==> config.mk <==
export PLATFORM = sky130hd
export DESIGN_NAME = usb_rx_pkt
export DESIGN_NICKNAME = d
export VERILOG_FILES = /design/src/rtl/usb_rx_pkt_pkg.sv /design/src/rtl/usb_crc16.sv /design/src/rtl/usb_rx_pkt.sv
export SDC_FILE = /design/constraint.sdc
export NUM_CORES = 1
export LEC_CHECK = 0
export BUFFER_PORTS_ARGS = -buffer_cell sky130_fd_sc_hd__buf_2
export CAP_MARGIN = 20
export CORE_MARGIN = 1.5
export CORE_UTILIZATION = 30
export CTS_CLUSTER_DIAMETER = 120
export DETAILED_ROUTE_END_ITERATION = 7
export PLACE_DENSITY = 0.43
export SYNTH_ARGS = -nofsm -noshare
export SYNTH_HDL_FRONTEND = slang
export SYNTH_SLANG_ARGS = --single-unit
==> constraint.sdc <==
create_clock -name clk -period 2.3 [get_ports clk]
set_input_delay 0.345 -clock clk [delete_from_list [all_inputs] [get_ports clk]]
set_output_delay 0.345 -clock clk [all_outputs]
set_load 0.01 [all_outputs]
==> src/rtl/usb_rx_pkt_pkg.sv <==
// Shared PID encodings, FSM states and CRC constants for the USB receive packet path.
package usb_rx_pkt_pkg;

    typedef enum logic [3:0] {
        PID_OUT   = 4'b0001,
        PID_IN    = 4'b1001,
        PID_SOF   = 4'b0101,
        PID_SETUP = 4'b1101,
        PID_DATA0 = 4'b0011,
        PID_DATA1 = 4'b1011,
        PID_DATA2 = 4'b0111,
        PID_MDATA = 4'b1111,
        PID_ACK   = 4'b0010,
        PID_NAK   = 4'b1010,
        PID_STALL = 4'b1110,
        PID_NYET  = 4'b0110
    } pid_t;

    typedef enum logic [2:0] {
        ST_IDLE,
        ST_PID,
        ST_TOK1,
        ST_TOK2,
        ST_DATA,
        ST_HS,
        ST_DRAIN,
        ST_DONE
    } state_t;

    // PID[1:0] alone identifies the packet class.
    localparam logic [1:0] PTYPE_TOKEN = 2'b01;
    localparam logic [1:0] PTYPE_DATA  = 2'b11;
    localparam logic [1:0] PTYPE_HS    = 2'b10;

    localparam logic [4:0]  CRC5_INIT      = 5'h1F;
    localparam logic [4:0]  CRC5_POLY      = 5'b00101;
    localparam logic [4:0]  CRC5_RESIDUAL  = 5'b01100;
    localparam logic [15:0] CRC16_INIT     = 16'hFFFF;
    localparam logic [15:0] CRC16_POLY     = 16'h8005;
    localparam logic [15:0] CRC16_RESIDUAL = 16'h800D;

    function automatic logic [4:0] crc5_byte(input logic [4:0] crc, input logic [7:0] data);
        logic [4:0] c;
        c = crc;
        for (int i = 0; i < 8; i++) begin
            c = {c[3:0], 1'b0} ^ ((c[4] ^ data[i]) ? CRC5_POLY : 5'b00000);
        end
        return c;
    endfunction

endpackage

==> src/rtl/usb_crc16.sv <==
// Byte-wide USB CRC16 (LSB-first bit order); used by usb_rx_pkt when USB_RX_CRC16_EN is defined.
module usb_crc16
    import usb_rx_pkt_pkg::*;
(
    input  logic        clk,
    input  logic        reset,
    input  logic        clear_i,
    input  logic        en_i,
    input  logic [7:0]  data_i,
    output logic [15:0] crc_o
);

    logic [15:0] crc_q;
    logic [15:0] crc_d;

    always_comb begin
        crc_d = crc_q;
        for (int i = 0; i < 8; i++) begin
            crc_d = {crc_d[14:0], 1'b0} ^ ((crc_d[15] ^ data_i[i]) ? CRC16_POLY : 16'h0000);
        end
    end

    always_ff @(posedge clk) begin
        if (reset || clear_i) begin
            crc_q <= CRC16_INIT;
        end else if (en_i) begin
            crc_q <= crc_d;
        end
    end

    assign crc_o = crc_q;

endmodule

==> src/rtl/usb_rx_pkt.sv <==
// USB receive packet controller: PID decode, CRC5/CRC16 check, address match, payload streaming.
// Define USB_RX_CRC16_EN to check the DATA packet CRC16; otherwise CRC bytes are only stripped.
module usb_rx_pkt
    import usb_rx_pkt_pkg::*;
#(
    parameter int MAX_PKT = 64
) (
    input  logic       clk,
    input  logic       reset,
    input  logic [6:0] dev_addr,
    input  logic [7:0] rx_data,
    input  logic       rx_active,
    input  logic       rx_valid,
    input  logic       rx_error,
    output logic       tok_valid,
    output logic [3:0] tok_pid,
    output logic [3:0] tok_endp,
    output logic [6:0] tok_addr,
    output logic       hs_valid,
    output logic [7:0] pd_data,
    output logic       pd_valid,
    output logic       pkt_done,
    output logic [3:0] pkt_pid,
    output logic [3:0] pkt_err
);

    localparam int CNT_W = $clog2(MAX_PKT + 4);
    localparam logic [CNT_W-1:0] CNT_ONE = CNT_W'(1);
    localparam logic [CNT_W-1:0] CNT_TWO = CNT_W'(2);
    localparam logic [CNT_W-1:0] CNT_OVF = CNT_W'(MAX_PKT + 2);

    state_t           state_q;
    logic [3:0]       err_q;
    logic [3:0]       pid_q;
    logic [CNT_W-1:0] cnt_q;
    logic [4:0]       crc5_q;
    logic [7:0]       tok0_q, tok1_q;
    logic [7:0]       dly0_q, dly1_q;
    logic             act_prev_q;

    logic             tok_valid_q, hs_valid_q, pd_valid_q, pkt_done_q;
    logic [3:0]       tok_pid_q, tok_endp_q, pkt_pid_q, pkt_err_q;
    logic [6:0]       tok_addr_q;
    logic [7:0]       pd_data_q;

    logic             data_crc_bad;
    logic             end_crc_err;
    logic             end_pid_err;

`ifdef USB_RX_CRC16_EN
    logic [15:0] crc16;
    logic        crc16_clr;
    logic        crc16_en;

    assign crc16_clr = (state_q == ST_IDLE);
    assign crc16_en  = (state_q == ST_DATA) && rx_active && rx_valid && !rx_error;

    usb_crc16 u_crc16 (
        .clk     (clk),
        .reset   (reset),
        .clear_i (crc16_clr),
        .en_i    (crc16_en),
        .data_i  (rx_data),
        .crc_o   (crc16)
    );

    assign data_crc_bad = (crc16 != CRC16_RESIDUAL);
`else
    assign data_crc_bad = 1'b0;
`endif

    // Errors that can only be judged once rx_active has dropped.
    always_comb begin
        end_crc_err = 1'b0;
        end_pid_err = 1'b0;
        case (state_q)
            ST_PID:           end_pid_err = 1'b1;
            ST_TOK1, ST_TOK2: end_crc_err = (cnt_q != CNT_TWO) || (crc5_q != CRC5_RESIDUAL);
            ST_DATA:          end_crc_err = (cnt_q < CNT_TWO) || data_crc_bad;
            default:          ;
        endcase
    end

    always_ff @(posedge clk) begin
        if (reset) begin
            state_q     <= ST_IDLE;
            err_q       <= 4'b0000;
            pid_q       <= 4'b0000;
            cnt_q       <= '0;
            crc5_q      <= CRC5_INIT;
            tok0_q      <= 8'h00;
            tok1_q      <= 8'h00;
            dly0_q      <= 8'h00;
            dly1_q      <= 8'h00;
            act_prev_q  <= 1'b1;
            tok_valid_q <= 1'b0;
            tok_pid_q   <= 4'b0000;
            tok_endp_q  <= 4'b0000;
            tok_addr_q  <= 7'h00;
            hs_valid_q  <= 1'b0;
            pd_data_q   <= 8'h00;
            pd_valid_q  <= 1'b0;
            pkt_done_q  <= 1'b0;
            pkt_pid_q   <= 4'b0000;
            pkt_err_q   <= 4'b0000;
        end else begin
            act_prev_q  <= rx_active;
            tok_valid_q <= 1'b0;
            hs_valid_q  <= 1'b0;
            pd_valid_q  <= 1'b0;
            pkt_done_q  <= 1'b0;
            case (state_q)
                // Only a fresh rising edge starts a packet, so a reset mid-packet skips its tail.
                ST_IDLE: begin
                    if (rx_active && !act_prev_q) begin
                        state_q <= ST_PID;
                        err_q   <= 4'b0000;
                        pid_q   <= 4'b0000;
                        cnt_q   <= '0;
                        crc5_q  <= CRC5_INIT;
                    end
                end
                ST_DONE: begin
                    pkt_done_q <= 1'b1;
                    pkt_pid_q  <= pid_q;
                    pkt_err_q  <= err_q;
                    if (err_q == 4'b0000 && pid_q[1:0] == PTYPE_TOKEN &&
                        (tok0_q[6:0] == dev_addr || pid_q == PID_SOF)) begin
                        tok_valid_q <= 1'b1;
                        tok_pid_q   <= pid_q;
                        tok_endp_q  <= {tok1_q[2:0], tok0_q[7]};
                        tok_addr_q  <= tok0_q[6:0];
                    end
                    if (err_q == 4'b0000 && pid_q[1:0] == PTYPE_HS) begin
                        hs_valid_q <= 1'b1;
                    end
                    state_q <= ST_IDLE;
                end
                default: begin
                    if (!rx_active) begin
                        err_q   <= err_q | {1'b0, end_crc_err, end_pid_err, rx_error};
                        state_q <= ST_DONE;
                    end else if (rx_error) begin
                        err_q[0] <= 1'b1;
                        state_q  <= ST_DRAIN;
                    end else if (rx_valid) begin
                        case (state_q)
                            ST_PID: begin
                                pid_q <= rx_data[3:0];
                                if (rx_data[7:4] != ~rx_data[3:0]) begin
                                    err_q[1] <= 1'b1;
                                    state_q  <= ST_DRAIN;
                                end else begin
                                    case (rx_data[1:0])
                                        PTYPE_TOKEN: state_q <= ST_TOK1;
                                        PTYPE_DATA:  state_q <= ST_DATA;
                                        PTYPE_HS:    state_q <= ST_HS;
                                        default:     state_q <= ST_DRAIN;
                                    endcase
                                end
                            end
                            ST_TOK1: begin
                                tok0_q  <= rx_data;
                                crc5_q  <= crc5_byte(crc5_q, rx_data);
                                cnt_q   <= cnt_q + CNT_ONE;
                                state_q <= ST_TOK2;
                            end
                            ST_TOK2: begin
                                if (cnt_q == CNT_TWO) begin
                                    err_q[1] <= 1'b1;
                                    state_q  <= ST_DRAIN;
                                end else begin
                                    tok1_q <= rx_data;
                                    crc5_q <= crc5_byte(crc5_q, rx_data);
                                    cnt_q  <= cnt_q + CNT_ONE;
                                end
                            end
                            // Two-byte delay line holds back the trailing CRC bytes.
                            ST_DATA: begin
                                cnt_q  <= cnt_q + CNT_ONE;
                                dly0_q <= rx_data;
                                dly1_q <= dly0_q;
                                if (cnt_q >= CNT_TWO) begin
                                    pd_valid_q <= 1'b1;
                                    pd_data_q  <= dly1_q;
                                end
                                if (cnt_q >= CNT_OVF) begin
                                    err_q[3] <= 1'b1;
                                    state_q  <= ST_DRAIN;
                                end
                            end
                            ST_HS: begin
                                err_q[1] <= 1'b1;
                                state_q  <= ST_DRAIN;
                            end
                            default: ;
                        endcase
                    end
                end
            endcase
        end
    end

    assign tok_valid = tok_valid_q;
    assign tok_pid   = tok_pid_q;
    assign tok_endp  = tok_endp_q;
    assign tok_addr  = tok_addr_q;
    assign hs_valid  = hs_valid_q;
    assign pd_data   = pd_data_q;
    assign pd_valid  = pd_valid_q;
    assign pkt_done  = pkt_done_q;
    assign pkt_pid   = pkt_pid_q;
    assign pkt_err   = pkt_err_q;

endmodule

# Yosys cells after proc, flatten, opt, wreduce, memory -nomap -nowiden
# Cells that the tools add are included.
# classes
reduce_logical	32
n_lt_le_gt_ge	3
muxes	58
n_eq_ne	33
bitwise_logic	25
addsub	1
# ops
operator	n
3-bit two-way mux	15
5-bit by 3-bit XOR with 5-bit output	8
7-bit two-way mux	5
7-bit one-hot mux with 2 select lines	2
5-bit two-way mux	5
6-bit AND reduction	4
7-bit AND reduction	3
4-bit two-way mux	5
5-bit one-hot mux with 2 select lines	2
1-bit two-way mux	16
4-bit one-hot mux with 2 select lines	2
3-bit one-hot mux with 5 select lines	1
5-bit AND reduction	3
3-bit by 1-bit != test with 1-bit output, second input constant	4
5-bit by 1-bit != test with 1-bit output, second input constant	2
3-bit == test, second input constant	3
9-bit by 1-bit != test with 1-bit output, second input constant	1
3-bit one-hot mux with 3 select lines	1
4-bit != test, second input constant	2
2-bit OR reduction	4
1-bit XOR	8
7-bit by 1-bit adder with 7-bit output, second input constant	1
7-bit by 2-bit == test with 1-bit output, second input constant	1
7-bit == test	1
other kinds (34)	53
# word_totals
ff_bits	86
output_inout_bits	35
wordCells	175

# Logic depth before layout (Yosys ltp)
# depth
depth_word	30
ltp_mapped	8
ltp_nobuf	7

# Worst setup path after synthesis
# No wires, ideal clock.
# synth_timing
path_type	in2reg
start	in rx_active
end	reg crc5_q[0]
path_buffers	1
arrival_time_ps	1787
stages	6
slack_ps	397
setup_time_ps	117
cell_sequence	buf_2 or4b_1 o22ai_2 nand2_1 or3_4 o22a_1
# synth_via
elab_chain_len	3
elab_cells_between_ends	4
cone_classes	eq/ne (1); reduce/logical (3)
# synth_lines
element	line_no	text
start, declared	usb_rx_pkt.sv:12	input logic rx_active,
1-bit logical AND	usb_rx_pkt.sv:115	if (rx_active && !act_prev_q) begin
2-bit != test (no line)	-	
7-bit AND reduction (no line) (*)	-	
end signal, assigned	usb_rx_pkt.sv:164	crc5_q <= crc5_byte(crc5_q, rx_data);
end signal, assigned	usb_rx_pkt.sv:174	crc5_q <= crc5_byte(crc5_q, rx_data);
end, declared	usb_rx_pkt.sv:36	logic [4:0] crc5_q;
# Every way passes the cells marked *; elsewhere a longest branch is shown, timed or not.
# A chain may end at the register's enable or synchronous reset.

# Worst setup path in the final report
# layout_timing
start	reg state_q[1]
end	reg cnt_q[4]
# layout_via
elab_chain_len	7
elab_cells_between_ends	19
cone_classes	eq/ne (7); mux (5); bitwise (1); reduce/logical (6)
# layout_lines
element	line_no	text
start, declared	usb_rx_pkt.sv:32	state_t state_q;
start signal, assigned	usb_rx_pkt.sv:86	state_q <= ST_IDLE;
start signal, assigned	usb_rx_pkt.sv:116	state_q <= ST_PID;
start signal, assigned	usb_rx_pkt.sv:137	state_q <= ST_IDLE;
3-bit == test or 3-bit by 2-bit == test with 1-bit output (tied branches)	usb_rx_pkt.sv:147	case (state_q)
2-bit OR reduction (no line)	-	
7-bit one-hot mux with 2 select lines	usb_rx_pkt.sv:147	
7-bit two-way mux	usb_rx_pkt.sv:146	end else if (rx_valid) begin
7-bit two-way mux	usb_rx_pkt.sv:143	end else if (rx_error) begin
7-bit two-way mux	usb_rx_pkt.sv:140	if (!rx_active) begin
7-bit one-hot mux with 2 select lines	usb_rx_pkt.sv:112	case (state_q)
end signal, assigned	usb_rx_pkt.sv:165	cnt_q <= cnt_q + CNT_ONE;
end signal, assigned	usb_rx_pkt.sv:175	cnt_q <= cnt_q + CNT_ONE;
end signal, assigned	usb_rx_pkt.sv:180	cnt_q <= cnt_q + CNT_ONE;
end, declared	usb_rx_pkt.sv:35	logic [CNT_W-1:0] cnt_q;
# Several ways; a longest one is shown, not always the timed one. The select of a mux whose other input is x is not followed.

==> reports/results.ini <==
[cts]
post_cts_resized=0
root_buffer=clkbuf_16
cts_max_level=3
hold_buffers=0
postCtsSetupBuffers=0
cts_num_sinks=86
numCtsBuffers=9
insertion_delay_ps=340
clkTransAtPathRegs_ps=70
cts_tree=yes
clockBufferDepth=2

[critical_path]
rrSetupSlack_ps=220
crit_slowest_cell=dfxtp_1
r2r_cells=5
crit_type=register to register
timing.critical_path.mode_cell=or3_1
endpoint_kind=register
r2r-start=state_q[1]
worstSetupStartpointType=register
cp_cell_sequence=or3_1 -> mux2i_4 -> nand4_4 -> or3_1 -> a21oi_1
worstPathRequired_ps=2570
path_max_fanout=14
cp.arrival_ps=2350
cpPeakStageDelay_ps=600
timing.rr.end=cnt_q[4]

[power_and_ir_drop]
power_frac_seq=0.389
leakagePower_nw=1.728
switching_share=0.3310
irDropWorstVdd_uv=407.2
power_w=0.004348
pwr-share-comb=0.260
pwr-share-clk=0.351
p_switching_w=0.001439
internal-power_w=0.002909
powerDensity_mw_per_mm2=925.3

[timing]
max_slew_margin=0.4787
setup_viol=0
tns_ps=0
clock-skew-final_ps=9.807
post-route-period-util=0.9048
finalMaxSlewViolations=0
fin_crit_ps=2081
fmax_mhz=480.5
setup_ws_ps=218.9
hold_violations=0
tightest_slew_ps=774.9
rsz0062_at_grt=false

[routing]
route.antenna.remaining_nets=0
drc=0
vias=3247
via_per_inst=4.754
drt_iter0_drc=146
wirelength_um=10350
firstDrtPassIters=4
wl_per_cell_um=15.15

[place]
hpwl_um=7451
post-place-ws_ps=248.8
place_congestion=0.8508
dp.cells=667
io_buffers=54

[synth]
synth.distinct_cells=55
netlist_area_mm2=0.003852
synth.ff_latch_count=86
yosysSeqAreaShare=0.4469
ys.flop_type=dfxtp_1
synth_fp_nets=469
syn_inst=447
yosysWarningCount=0
async_flop_share=0
yosysMostFrequentCell=dfxtp_1
synth_area_leaders=dfxtp_1 45%, a21oi_1 6.6%, mux2i_1 5.5%
syn_avg_cell_area_um2=8.618
synth_edf_count=0
yosys-top-cells-count=86 x dfxtp_1, 56 x nand2_1, 51 x a21oi_1
yosysTopAreaCellShare=0.4469
synth_top_cell_by_area=dfxtp_1

[global_routing]
antenna_found_initial=0
grt_pass1_wl_um=16840
grt_pass1_vias=3134
grt_max_degree=29
grt_usage=0.1630
overflow=0

[cells_and_area]
synthToLayoutAreaGrowth_pct=21.99
nNetsFinal=528
fill_cells=1340
layout-drive-gt1-share=0.2016
diodes=0
fin_cells=683
finish.utilization=0.3739

[floorplanning]
rows=41
ioPinCount=55
start_util=0.3065
dieArea_mm2=0.01353
die_x_um=116.3
design.core.area_mm2=0.01257
fp.dieH_um=116.3

[worst_hold_path]
holdPathStages=3
min-delay-start=rx_data[4]
holdPathEnd=dly0_q[4]
hp-class=primary input to register

[flow_run]
cap_violations=0

[status]
status=finished clean

==> registers in the layout (all words and copies together), names as in the netlist <==
signal      count
tok_pid         4
pkt_pid         4
cnt_q           7
tok1_q          3
tok_endp        4
tok_valid       1
act_prev_q      1
tok0_q          8
crc5_q          5
pd_data         8
dly0_q          8
hs_valid        1
pid_q           4
tok_addr        7
pkt_done        1
state_q         3
dly1_q          8
err_q           4
pkt_err         4
pd_valid        1
==> power by group through the flow <==
stage	Sequential, W	Combinational [W]	Clock, W
finish	0.00169	0.00113	0.00153
detailed placement	0.00172	0.00112	0
floorplan	0.00166	0.000905	0
global route	0.00170	0.00125	0.00163
CTS	0.00169	0.00113	0.00157
global placement	0.00172	0.00113	0
==> through the flow <==
stage          area (µm²)  hold slack, ps
6_report             4700           310.7
4_1_cts              4700           312.0
5_1_grt              4700           317.5
3_5_place_dp         4387           445.3
2_1_floorplan        3852           432.1
3_3_place_gp         4387           438.2
==> cells by family (layout without fill, tap and decap cells) <==
kind of cell             Yosys count  after routing  synth area share
adder cells (fa/ha/maj)            2              2          0.006495
XOR/XNOR                          31             31           0.07048
buffers and inverters             37            101           0.04092
AND/OR/NAND/NOR                  166            166            0.2121
multiplexers                      23             23           0.06333
AO/OA/AOI/OAI                    102            102            0.1598
flip-flops                        86             86            0.4469
==> how the worst max path moves through the flow <==
stage / from / endpoint / slack [ps]
2_1_floorplan: rx_active / crc5_q[0] / 400
3_3_place_gp: state_q[1] / cnt_q[6] / 270
3_5_place_dp: rx_active / crc5_q[0] / 250
4_1_cts: state_q[1] / cnt_q[4] / 220
5_1_grt: cnt_q[4] / state_q[2] / 50
6_report: state_q[1] / cnt_q[4] / 220
==> cells in the final DEF, fill, tap and decap left out, drive strengths merged, types with 2 or more instances in the layout <==
cell,count
a31oi,3
and3,3
and2,2
a2bb2oi,2
or4,2
xnor2,22
nand2,56
o22a,5
or3,5
clkinv,3
inv,10
nor4,5
o22ai,3
nand2b,11
clkbuf,9
ha,2
o21ai,20
a211oi,2
nand4,7
a21oi,51
mux2i,22
nor3,8
dfxtp,86
buf,78
o21bai,4
nor2,40
xor2,9
nand3,21
a211o,2
nand3b,2
==> per-layer routing <==
| layer | routed length, µm | global-route usage | up-vias |
|---|---|---|---|
| met4 | 102 | 0.04878 | 0 |
| met2 | 4521 | 0.2518 | 64 |
| li1 | - | - | 1674 |
| met1 | 5246 | 0.2291 | 1501 |
| met5 | 0 | 0 | - |
| met3 | 477 | 0.03425 | 8 |
==> layout make-up <==
type | count | area [µm²] | share of cell area
clock inverter | 7 | 87.58 | 0.01864
inverter | 7 | 26.28 | 0.005591
sequential | 86 | 1722 | 0.3663
timing repair buffer | 78 | 450.4 | 0.09585
tap | 172 | 215.2 | 0.04579
clock buffer | 9 | 225.2 | 0.04792
multi-input combinational | 324 | 1973 | 0.4199
==> worst max-delay path, delay by kind of cell, from the launching register on <==
kind	cells	cell delay [ps]
AO/OA/AOI/OAI	1	140
flip-flops	1	600
multiplexers	1	380
AND/OR/NAND/NOR	3	890
(Power assumes the default switching activity.)
